## config.mk

```make
export PLATFORM = sky130hd
export DESIGN_NAME = live_audio_rx_flat
export DESIGN_NICKNAME = d
export VERILOG_FILES = /design/src/rtl/live_audio_rx_pkg.sv /design/src/rtl/live_audio_rx_if.sv /design/src/rtl/live_audio_rx_sync_fifo.sv /design/src/rtl/live_audio_rx.sv /design/src/flat_wrapper.sv
export SDC_FILE = /design/constraint.sdc
export NUM_CORES = 1
export LEC_CHECK = 0
export CAP_MARGIN = 20
export CORE_ASPECT_RATIO = 0.6
export CORE_UTILIZATION = 30
export DETAILED_ROUTE_END_ITERATION = 16
export PLACE_DENSITY = 0.44
export SLEW_MARGIN = 20
export SYNTH_ARGS = -nofsm -noshare
export SYNTH_HDL_FRONTEND = slang
export SYNTH_SLANG_ARGS = --single-unit
```

## constraint.sdc

```tcl
create_clock -name clk -period 6.4 [get_ports clk]
set_input_delay 0.96 -clock clk [delete_from_list [all_inputs] [get_ports clk]]
set_output_delay 0.96 -clock clk [all_outputs]
set_load 0.02 [all_outputs]
```

## src/rtl/live_audio_rx_pkg.sv

```systemverilog
// Shared constants and helpers for the stereo subframe receiver.
package live_audio_rx_pkg;

  typedef enum logic {
    WAIT_L = 1'b0,
    WAIT_R = 1'b1
  } pair_state_t;

  localparam int SUBFRAME_W  = 32;
  localparam int PCM_MSB     = 31;
  localparam int AES_MSB     = 27;
  localparam int AES_PRE_MSB = 3;
  localparam int AES_PRE_LSB = 0;

  localparam logic ID_LEFT  = 1'b0;
  localparam logic ID_RIGHT = 1'b1;

  localparam logic [7:0] SYNC_ERR_MAX = 8'hFF;

  function automatic int sample_msb(input int aes_mode);
    return (aes_mode != 0) ? AES_MSB : PCM_MSB;
  endfunction

  function automatic logic [7:0] sat_inc8(input logic [7:0] value);
    return (value == SYNC_ERR_MAX) ? value : value + 8'd1;
  endfunction

endpackage

```

## src/rtl/live_audio_rx_if.sv

```systemverilog
// Subframe stream handshake: data / channel id / valid from the source, ready from the sink.
interface live_audio_rx_if;
  import live_audio_rx_pkg::*;

  logic [SUBFRAME_W-1:0] data_rx;
  logic                  id_rx;
  logic                  valid_rx;
  logic                  ready_rx;

  modport master (output data_rx, output id_rx, output valid_rx, input ready_rx);
  modport slave  (input data_rx, input id_rx, input valid_rx, output ready_rx);

endinterface

```

## src/rtl/live_audio_rx_sync_fifo.sv

```systemverilog
// Single-clock show-ahead FIFO; pointers carry one extra wrap bit to tell full from empty.
module sync_fifo #(
  parameter int WIDTH = 32,
  parameter int DEPTH = 4
) (
  input  logic             clk,
  input  logic             reset,
  input  logic             we,
  input  logic [WIDTH-1:0] din,
  input  logic             re,
  output logic [WIDTH-1:0] dout,
  output logic             empty,
  output logic             full,
  output logic [DEPTH:0]   level
);

  localparam int ENTRIES = 1 << DEPTH;

  logic [WIDTH-1:0] r_mem [ENTRIES];
  logic [DEPTH:0]   r_wr_ptr;
  logic [DEPTH:0]   r_rd_ptr;
  logic             w_re;

  assign w_re  = re && !empty;
  assign empty = (r_wr_ptr == r_rd_ptr);
  assign full  = (r_wr_ptr[DEPTH] != r_rd_ptr[DEPTH]) &&
                 (r_wr_ptr[DEPTH-1:0] == r_rd_ptr[DEPTH-1:0]);
  assign level = r_wr_ptr - r_rd_ptr;
  assign dout  = r_mem[r_rd_ptr[DEPTH-1:0]];

  // NOTE: storage is not reset; the pointers alone define which entries are valid.
  always_ff @(posedge clk) begin
    if (we) begin
      // NOTE: sequential state uses non-blocking assignments so all registers update together.
      r_mem[r_wr_ptr[DEPTH-1:0]] <= din;
    end
  end

  always_ff @(posedge clk) begin
    if (reset) begin
      r_wr_ptr <= '0;
      r_rd_ptr <= '0;
    end else begin
      if (we)   r_wr_ptr <= r_wr_ptr + (DEPTH+1)'(1);
      if (w_re) r_rd_ptr <= r_rd_ptr + (DEPTH+1)'(1);
    end
  end

endmodule

```

## src/rtl/live_audio_rx.sv

```systemverilog
// Stereo subframe receiver: extracts samples, pairs left/right and queues {left, right} words.
module live_audio_rx
  import live_audio_rx_pkg::*;
#(
  parameter int AUDIO_WIDTH  = 16,
  parameter int BUFFER_DEPTH = 4,
  parameter int AES_MODE     = 0
) (
  input  logic                     clk,
  input  logic                     reset,
  live_audio_rx_if.slave           rx,
  output logic [2*AUDIO_WIDTH-1:0] data_out,
  input  logic                     rd_en,
  output logic                     empty,
  output logic [BUFFER_DEPTH:0]    level,
  output logic [7:0]               sync_err
);

  localparam int SAMPLE_MSB = sample_msb(AES_MODE);

  pair_state_t              r_state;
  logic [AUDIO_WIDTH-1:0]   r_left;
  logic [7:0]               r_sync_err;

  logic [AUDIO_WIDTH-1:0]   w_sample;
  logic                     w_ready;
  logic                     w_xfer;
  logic                     w_full;
  logic                     w_fifo_we;
  logic                     w_unused_bits;

  assign w_sample      = rx.data_rx[SAMPLE_MSB -: AUDIO_WIDTH];
  assign w_unused_bits = ^{rx.data_rx, rx.data_rx[AES_PRE_MSB:AES_PRE_LSB]};

  // Only the right subframe ever needs FIFO space, so backpressure applies only in WAIT_R.
  assign w_ready     = (r_state == WAIT_L) || !w_full;
  assign rx.ready_rx = w_ready;
  assign w_xfer      = rx.valid_rx && w_ready;
  assign w_fifo_we   = w_xfer && (r_state == WAIT_R) && (rx.id_rx == ID_RIGHT);
  assign sync_err    = r_sync_err;

  always_ff @(posedge clk) begin
    if (reset) begin
      r_state    <= WAIT_L;
      r_left     <= '0;
      r_sync_err <= '0;
    end else if (w_xfer) begin
      case (r_state)
        WAIT_L: begin
          if (rx.id_rx == ID_LEFT) begin
            r_left  <= w_sample;
            r_state <= WAIT_R;
          end else begin
            r_sync_err <= sat_inc8(r_sync_err);
          end
        end
        WAIT_R: begin
          if (rx.id_rx == ID_RIGHT) begin
            r_state <= WAIT_L;
          end else begin
            r_left     <= w_sample;
            r_sync_err <= sat_inc8(r_sync_err);
          end
        end
        default: r_state <= WAIT_L;
      endcase
    end
  end

  sync_fifo #(
    .WIDTH (2*AUDIO_WIDTH),
    .DEPTH (BUFFER_DEPTH)
  ) u_fifo (
    .clk   (clk),
    .reset (reset),
    .we    (w_fifo_we),
    .din   ({r_left, w_sample}),
    .re    (rd_en),
    .dout  (data_out),
    .empty (empty),
    .full  (w_full),
    .level (level)
  );

endmodule

```

## src/flat_wrapper.sv

```systemverilog
// flat-port wrapper written by rule: the top's interface ports become plain ports
module live_audio_rx_flat import live_audio_rx_pkg::*;
#(
  parameter int AUDIO_WIDTH  = 16,
  parameter int BUFFER_DEPTH = 4,
  parameter int AES_MODE     = 0
)
  (clk, reset, data_out, rd_en, empty, level, sync_err, rx_data_rx, rx_id_rx, rx_valid_rx, rx_ready_rx);
  live_audio_rx_if rx_i ();
  input  logic clk;
  input  logic reset;
  output logic [2*AUDIO_WIDTH-1:0] data_out;
  input  logic rd_en;
  output logic empty;
  output logic [BUFFER_DEPTH:0] level;
  output logic [7:0] sync_err;
  input wire logic [$bits(rx_i.data_rx)-1:0] rx_data_rx;
  input wire logic [$bits(rx_i.id_rx)-1:0] rx_id_rx;
  input wire logic [$bits(rx_i.valid_rx)-1:0] rx_valid_rx;
  output wire logic [$bits(rx_i.ready_rx)-1:0] rx_ready_rx;
  assign rx_i.data_rx = rx_data_rx;
  assign rx_i.id_rx = rx_id_rx;
  assign rx_i.valid_rx = rx_valid_rx;
  assign rx_ready_rx = rx_i.ready_rx;
  live_audio_rx #(.AUDIO_WIDTH(AUDIO_WIDTH), .BUFFER_DEPTH(BUFFER_DEPTH), .AES_MODE(AES_MODE)) u_core (.clk(clk), .reset(reset), .rx(rx_i), .data_out(data_out), .rd_en(rd_en), .empty(empty), .level(level), .sync_err(sync_err));
endmodule
```

# After elaboration in Yosys (flattened, before gate mapping)
# Memory sizes are Yosys's and may differ from the RTL's. A register that Yosys moved wholly into a read port is not among the register bits.
# Cells that the tools add are included.
[word_totals] regBits=35 ram_bits=512 inputBits=37 out_inout_bits=47 wordCells=38 n_memories=1
[memory_table] memory="u_core.u_fifo.r_mem" depth=16 word_bits=32 read_ports=1 rd_ports_with_merged_regs=1 wr=1 line_no="live_audio_rx_sync_fifo.sv:19" text="logic [WIDTH-1:0] r_mem [ENTRIES];"
[op_classes] addsub=4 eq_ne=6 n_mux=10 n_bitwise=2 reduce_logical=10
[op_table] op="2-to-1 mux 8 bit" n=3
[op_table] op="2-to-1 mux 16 bit" n=1
[op_table] op="one-hot mux 8 bit (2 select lines)" n=1
[op_table] op="adder 5 x 1 -> 5 bit (second input constant)" n=2
[op_table] op="adder 8 x 1 -> 8 bit (second input constant)" n=1
[op_table] op="== test 8 bit (second input constant)" n=1
[op_table] op="2-to-1 mux 4 bit" n=2
[op_table] op="== test 5 bit" n=1
[op_table] op="logical AND 1 bit" n=5
[op_table] op="subtractor 5 bit" n=1
[op_table] op="== test 4 bit" n=1
[op_table] op="inequality test 2 bit (second input constant)" n=2
[op_table] op="2-to-1 mux 1 bit" n=3
[op_table] op="AND reduction 3 bit" n=1
[op_table] op="logical NOT 1 bit" n=2
[op_table] op="inverter 1 bit" n=2
[op_table] op="AND reduction 2 bit" n=1
[op_table] op="logical OR 1 bit" n=1
[op_table] op="inequality test 1 bit" n=1

# Logic depth before layout (Yosys ltp)
# Gate-level depths: netlist (run 1).
[logic_depth] word_depth=9 depth_mapped=8 ltp_nobuf=7

# By module
# A second synthesis (run 1) with hierarchy kept.
[hier_totals] cells_unflattened=1007 area_unflattened_um2=20947.6
[modules_own_cells] module="sync_fifo" instances=1 cells_per_inst=880 area_per_inst_um2=19927.9 seq_area_each_um2=15655.0
[modules_own_cells] module="live_audio_rx" instances=1 cells_per_inst=127 area_per_inst_um2=1019.7 seq_area_each_um2=500.5

# Worst setup path after synthesis (run 1)
# No wires, ideal clock.
[synth_timing] kind="register -> register" from="reg u_core.u_fifo.r_wr_ptr[0]" to="mem u_core.u_fifo.r_mem[0][0] (enable)" setup_ns=0.461 arrival_ns=3.830 required_time_ns=5.939 slack_ns=2.109 stages_incl_launch_ff=8 path_buffers=1 period_less_slack_ns=4.291 cell_sequence="dfxtp_1 > inv_1 > ha_1 > and4_4 > buf_6 > a211oi_2 > nand2_1 > nor3_1"
[synth_between] elab_chain_len=9
[synth_lines] element="start: declaration" line_no="live_audio_rx_sync_fifo.sv:20" text="logic [DEPTH:0] r_wr_ptr;"
[synth_lines] element="start signal: assignment" line_no="live_audio_rx_sync_fifo.sv:44" text="if (we) r_wr_ptr <= r_wr_ptr + (DEPTH+1)'(1);"
[synth_lines] element="== test 4 bit" line_no="live_audio_rx_sync_fifo.sv:27" text="(r_wr_ptr[DEPTH-1:0] == r_rd_ptr[DEPTH-1:0]);"
[synth_lines] element="logical AND 1 bit" line_no="live_audio_rx_sync_fifo.sv:26" text="assign full = (r_wr_ptr[DEPTH] != r_rd_ptr[DEPTH]) &&"
[synth_lines] element="logical NOT 1 bit" line_no="live_audio_rx.sv:36" text="assign w_ready = (r_state == WAIT_L) || !w_full;"
[synth_lines] element="logical OR 1 bit" line_no="live_audio_rx.sv:36"
[synth_lines] element="logical AND 1 bit" line_no="live_audio_rx.sv:38" text="assign w_xfer = rx.valid_rx && w_ready;"
[synth_lines] element="logical AND 1 bit (2 in a row)" line_no="live_audio_rx.sv:39" text="assign w_fifo_we = w_xfer && (r_state == WAIT_R) && (rx.id_rx == ID_RIGHT);"
[synth_lines] element="2-to-1 mux 1 bit" line_no="live_audio_rx_sync_fifo.sv:33" text="if (we) begin"
[synth_lines] element="2-to-1 mux 1 bit (implied by the code)" line_no="live_audio_rx_sync_fifo.sv:35" text="r_mem[r_wr_ptr[DEPTH-1:0]] <= din;"
[synth_lines] element="end: declaration" line_no="live_audio_rx_sync_fifo.sv:19"
# Parallel ways exist; a longest one is shown, timed or not.

==> metrics.txt, run 1 <==
row count=75; Largest delay share family, worst path=multiplexers; max_slew headroom=28.4%; GP Congestion=0.714; Lkg Pwr=0.00748 uW; drt total wl=51,800 um; P&R area growth vs syn=17.1%; Slowest-stage cell, CP=dfxtp_4; clock sink count=551; dpl ws=2160 ps; number of nets in the layout=1,081; Synth area leaders=edfxtp_1 (73%), mux4_2 (17%), dfxtp_1 (3.7%), mux2i_1 (0.85%), nor2_1 (0.82%); HP Class=register to register; worst setup margin=1700 ps; CP startpoint kind=register; Clock Latency Late Sink=590 ps; Via-to-Cell Ratio=4.80; vias in the first global route=9,917; core area=69,800 um2; DIE AREA=71,600 um2; Final min period=4700 ps; crit-path cells=buf_4, mux4_2, mux4_2, clkdlybuf4s50_1; initial antenna violation count=0; synth cell count leaders=edfxtp_1 (512), mux4_2 (160), nor2_1 (46), dfxtp_1 (39), mux2i_1 (18); synthesis-stage register bit count=551; final period utilization=73.5%; Pwr Density=295 nW/um2; IR drop worst, VDD=177 uV; final setup fails=0; clk slew on worst S/H paths=60 ps; depth of the CTS H-tree=2; Syn. warnings=0; WP buf/inv=2; Worst Tran Pin Value=1070 ps; Detailed Place HPWL=27,600 um; most common cell in the netlist=edfxtp_1; kind of critical path=register to output pin; CP dominant cell by count=mux4_2; Synth Cell Area=21,200 um2; post-synth net total=977; Crit Path Max Fanout=41; DRC viols=0; WP data required=5440 ps; post-CTS sizing=0; register area share after synthesis=76.3%; Post-Route Utilization=35.5%; TritonCTS clock tree=done; 1st-iter DRT viols=826; Worst Hold Slack=555 ps; largest net degree at the start of global routing=45; slowest stage delay, CP=970 ps; clk root buf=clkbuf_16; starting density of the core=30.3%; postcts setup bufs=0; total iterations of the first detailed-routing run=5; fillers=6,488; synthesized area per cell=22.8 um2; Final Hold Fails=0; Port Buffer Count=67; Post-synth EDFFs=512; clock skew=15.1 ps; first-pass GRT wire length=74,700 um; pins over their slew limit=0; Max Fclk=213 MHz; ANT cells=0; Yosys top cell area share=72.6%; status=finished clean; Tot GR Track Use=14.7%; grt ovf=0; dominant cell type by area after synthesis=edfxtp_1; routed len/inst=25.9 um; Syn Inst Count=929; hold_buf cts=0; post-route cell area=24,800 um2; Worst setup EP type=output pin; number of max-cap violations=0; DR vias=9,602; RSZ-0062 raised after global routing=no; clk buf depth=3; Distinct cells, synth=45; top_reg_cell synth=edfxtp_1; post-route setup TNS=0 ps; R2R setup slack=2690 ps; Final ANT Viol Nets=0; Synth async-reset ratio=0%; WP data arrival=3740 ps; CTS Buf Count=52; placed inst area=23,100 um2; die width=345 um; layout cell share with drive strength beyond 1=27.2%; Die H=208 um; I/O Pins=84
## kinds of logic after synthesis
logic type | count (synthesis) | synth area share [%]
AOI/OAI and AO/OA | 31 | 1.02
xor gates and xnor gates | 10 | 0.449
adders and majority gates | 11 | 0.686
buffers and inverters | 56 | 1.38
DFF | 551 | 76.3
muxes | 185 | 18.3
and+or+nand+nor | 85 | 1.87
## sequential cells by signal (all words and copies together) (netlist names), named ones only
name / flops
u_core.u_fifo.r_mem: 512
u_core.r_left: 16
u_core.sync_err: 8
u_core.u_fifo.r_rd_ptr: 5
u_core.u_fifo.r_wr_ptr: 5
u_core.r_state: 1
## tightest hold or removal path, cell delays in order, from the launching register on
cell and delay (ps):
dfxtp_1 330, o21ai_0 80, a21oi_1 90
## worst paths after layout
path	to	from	cells after the start
min reg2reg	register	u_core.u_fifo.r_rd_ptr[3]	2
max	data_out[18]	register	4
max reg2reg	u_core.u_fifo.r_mem[10][22]	u_core.u_fifo.r_wr_ptr[2]	6
min	register	u_core.u_fifo.r_rd_ptr[3]	2
## stage by stage
step                cells  total power (uW)
global placement     1902              4280
floorplan             929              4180
CTS                  1998              7400
global route         1999              7550
finish               1999              7310
detailed placement   1902              4280
## layout by cell type (no fill, tap or decap), types with 10 or more instances in the layout
cell type / n
ha_1: 10
inv_1: 13
nor2_4: 12
dfxtp_1: 35
edfxtp_1: 512
clkdlybuf4s50_1: 67
mux2i_1: 18
nor2_1: 34
clkbuf_1: 19
clkbuf_16: 53
buf_4: 23
mux4_2: 160
## final cells by class
cell class	instances	area [um2]	area share [%]
Sequential cell	551	16200	65.2
Multi-Input combinational cell	322	4820	19.5
Clock buffer	79	1490	6.03
Tap cell	924	1160	4.66
Timing Repair Buffer	93	911	3.67
Clock inverter	17	184	0.742
Inverter	13	48.8	0.197
## routing by layer
| metal | vias to the layer above | global-route usage [%] | part of all wire (%) |
|---|---|---|---|
| met2 | 209 | 21.3 | 44 |
| met1 | 5215 | 22.9 | 50 |
| met4 | 0 | 2.86 | 1.4 |
| li1 | 4115 | - | - |
| met5 | - | 0 | 0 |
| met3 | 63 | 2.61 | 4.0 |
## power breakdown
| group | leakage [uW] | total [uW] | internal, uW | switching [uW] |
|---|---|---|---|---|
| registers | 0.00499 | 3980 | 3940 | 39.7 |
| logic | 0.00167 | 222 | 110 | 112 |
| clock network | 0.000816 | 3110 | 1770 | 1340 |
Power figures use the tool's default switching activity.
==> run 2, diff against run 1 <==
Clock period 6.4 ns to 4.69 ns, I/O delays scaled along.
==> metrics.txt, run 2 (synthesis results as in run 1) <==
status=finished clean; fillers=6,479; depth of the CTS H-tree=2; Pwr Density=397 nW/um2; Pint=7830 uW; Port Buffer Count=67; final period utilization=86.8%; post-CTS sizing=0; postcts setup bufs=0; Worst setup EP type=output pin; kind of critical path=register to output pin; Worst Tran Pin Value=958 ps; max_slew headroom=36.1%; CTS Buf Count=52; dpl ws=1150 ps; routed len/inst=25.4 um; Comb power frac=3.2%; sequential share of power=54.8%; post-route setup TNS=0 ps; Clock Latency Late Sink=590 ps; Total Power=9890 uW; register area=16,200 um2; total iterations of the first detailed-routing run=5; HP Class=register to register; Lkg Pwr=0.00755 uW; Final Hold Fails=0; Final min period=4070 ps; layout cell share with drive strength beyond 1=28.7%; Via-to-Cell Ratio=4.77; CP startpoint kind=register; first-pass GRT wire length=74,500 um; ANT cells=0; clock sink count=551; IR drop worst, VDD=240 uV; clk slew on worst S/H paths=60 ps; commonest non-fill, non-tap cell in the layout=edfxtp_1; Hold Path Stages=2; grt ovf=0; Largest register FFs=512; clk root buf=clkbuf_16; worst setup margin=619 ps; placed inst area=23,300 um2; row count=75; TritonCTS clock tree=done; Die H=208 um; I/O Pins=84; P_sw=2070 uW; most frequent cells in the layout=edfxtp_1 (512), mux4_2 (160), clkdlybuf4s50_1 (67); final setup fails=0; drt total wl=51,200 um; hold_buf cts=0; RSZ-0062 raised after global routing=no; cell count of the worst reg-to-reg path=6; Post-Route Utilization=35.7%; pins over their slew limit=0; Switching Fraction=20.9%; WP data arrival=3370 ps; multi-input combinational cell area=4820 um2; starting density of the core=30.3%; Detailed Place HPWL=27,700 um; core area=69,800 um2; die width=345 um; clk buf depth=3; GP Congestion=0.728; vias in the first global route=10,200; number of nets in the layout=1,094; clock skew=14.8 ps; P&R area growth vs syn=17.8%; DIE AREA=71,600 um2; 1st-iter DRT viols=803; DR vias=9,610; Clock power frac=42.0%; number of max-cap violations=0; Max Fclk=246 MHz; Final ANT Viol Nets=0; Tot GR Track Use=14.5%; largest net degree at the start of global routing=44; initial antenna violation count=1; post-route cell area=24,900 um2; Crit Path Max Fanout=28; DRC viols=0; WP data required=3990 ps
==> run 2: cell types whose count changed in the layout (fill, tap and decap cells not counted), moves of 2 or more <==
cell	previous run	this run
clkbuf_8	7	0
buf_12	2	10
buf_4	23	29
inv_6	0	2
clkbuf_1	19	7
clkinv_2	5	12
clkinv_1	6	12
clkinvlp_4	1	4
==> run 2: per-stage QoR <==
step / hold WS (ps) / std cells
after floorplan: 485 / 929
after global placement: 521 / 1916
after detailed placement: 515 / 1916
after CTS: 540 / 2013
after global routing: 594 / 2013
final: 533 / 2013
==> run 2: final timing paths <==
kind,end,slack (ps),startpoint
max reg2reg,u_core.u_fifo.r_mem[4][15],1520,u_core.u_fifo.r_wr_ptr[2]
min reg2reg,register,530,u_core.u_fifo.r_rd_ptr[3]
max,data_out[28],620,register
min,register,530,u_core.u_fifo.r_rd_ptr[3]
==> run 2: per-layer routing <==
layer / routed length [um] / GRT usage (%)
met1: 26400 / 23.0
met2: 22400 / 21.0
met3: 1850 / 2.51
met4: 627 / 2.42
met5: 0 / 0
==> run 2: final cells by class <==
cell class,count,share of cell area (%)
Timing Repair Buffer,106,4.37
Tap cell,924,4.64
Sequential cell,551,64.8
Clock inverter,37,1.18
Clock buffer,60,5.42
Multi-Input combinational cell,322,19.3
Inverter,13,0.196
==> run 2: power groups by stage <==
stage	clock network (uW)	logic [uW]	registers, uW
after floorplan	0	196	5500
after global placement	0	326	5530
after detailed placement	0	328	5530
after CTS	4280	329	5420
after global routing	4470	346	5420
final	4150	320	5420
==> run 2: critical path: stages, from the launching register on <==
cell             delay [ps]
dfxtp_4                 810
buf_12                  270
mux4_2                  530
mux4_2                  540
clkdlybuf4s50_1         580
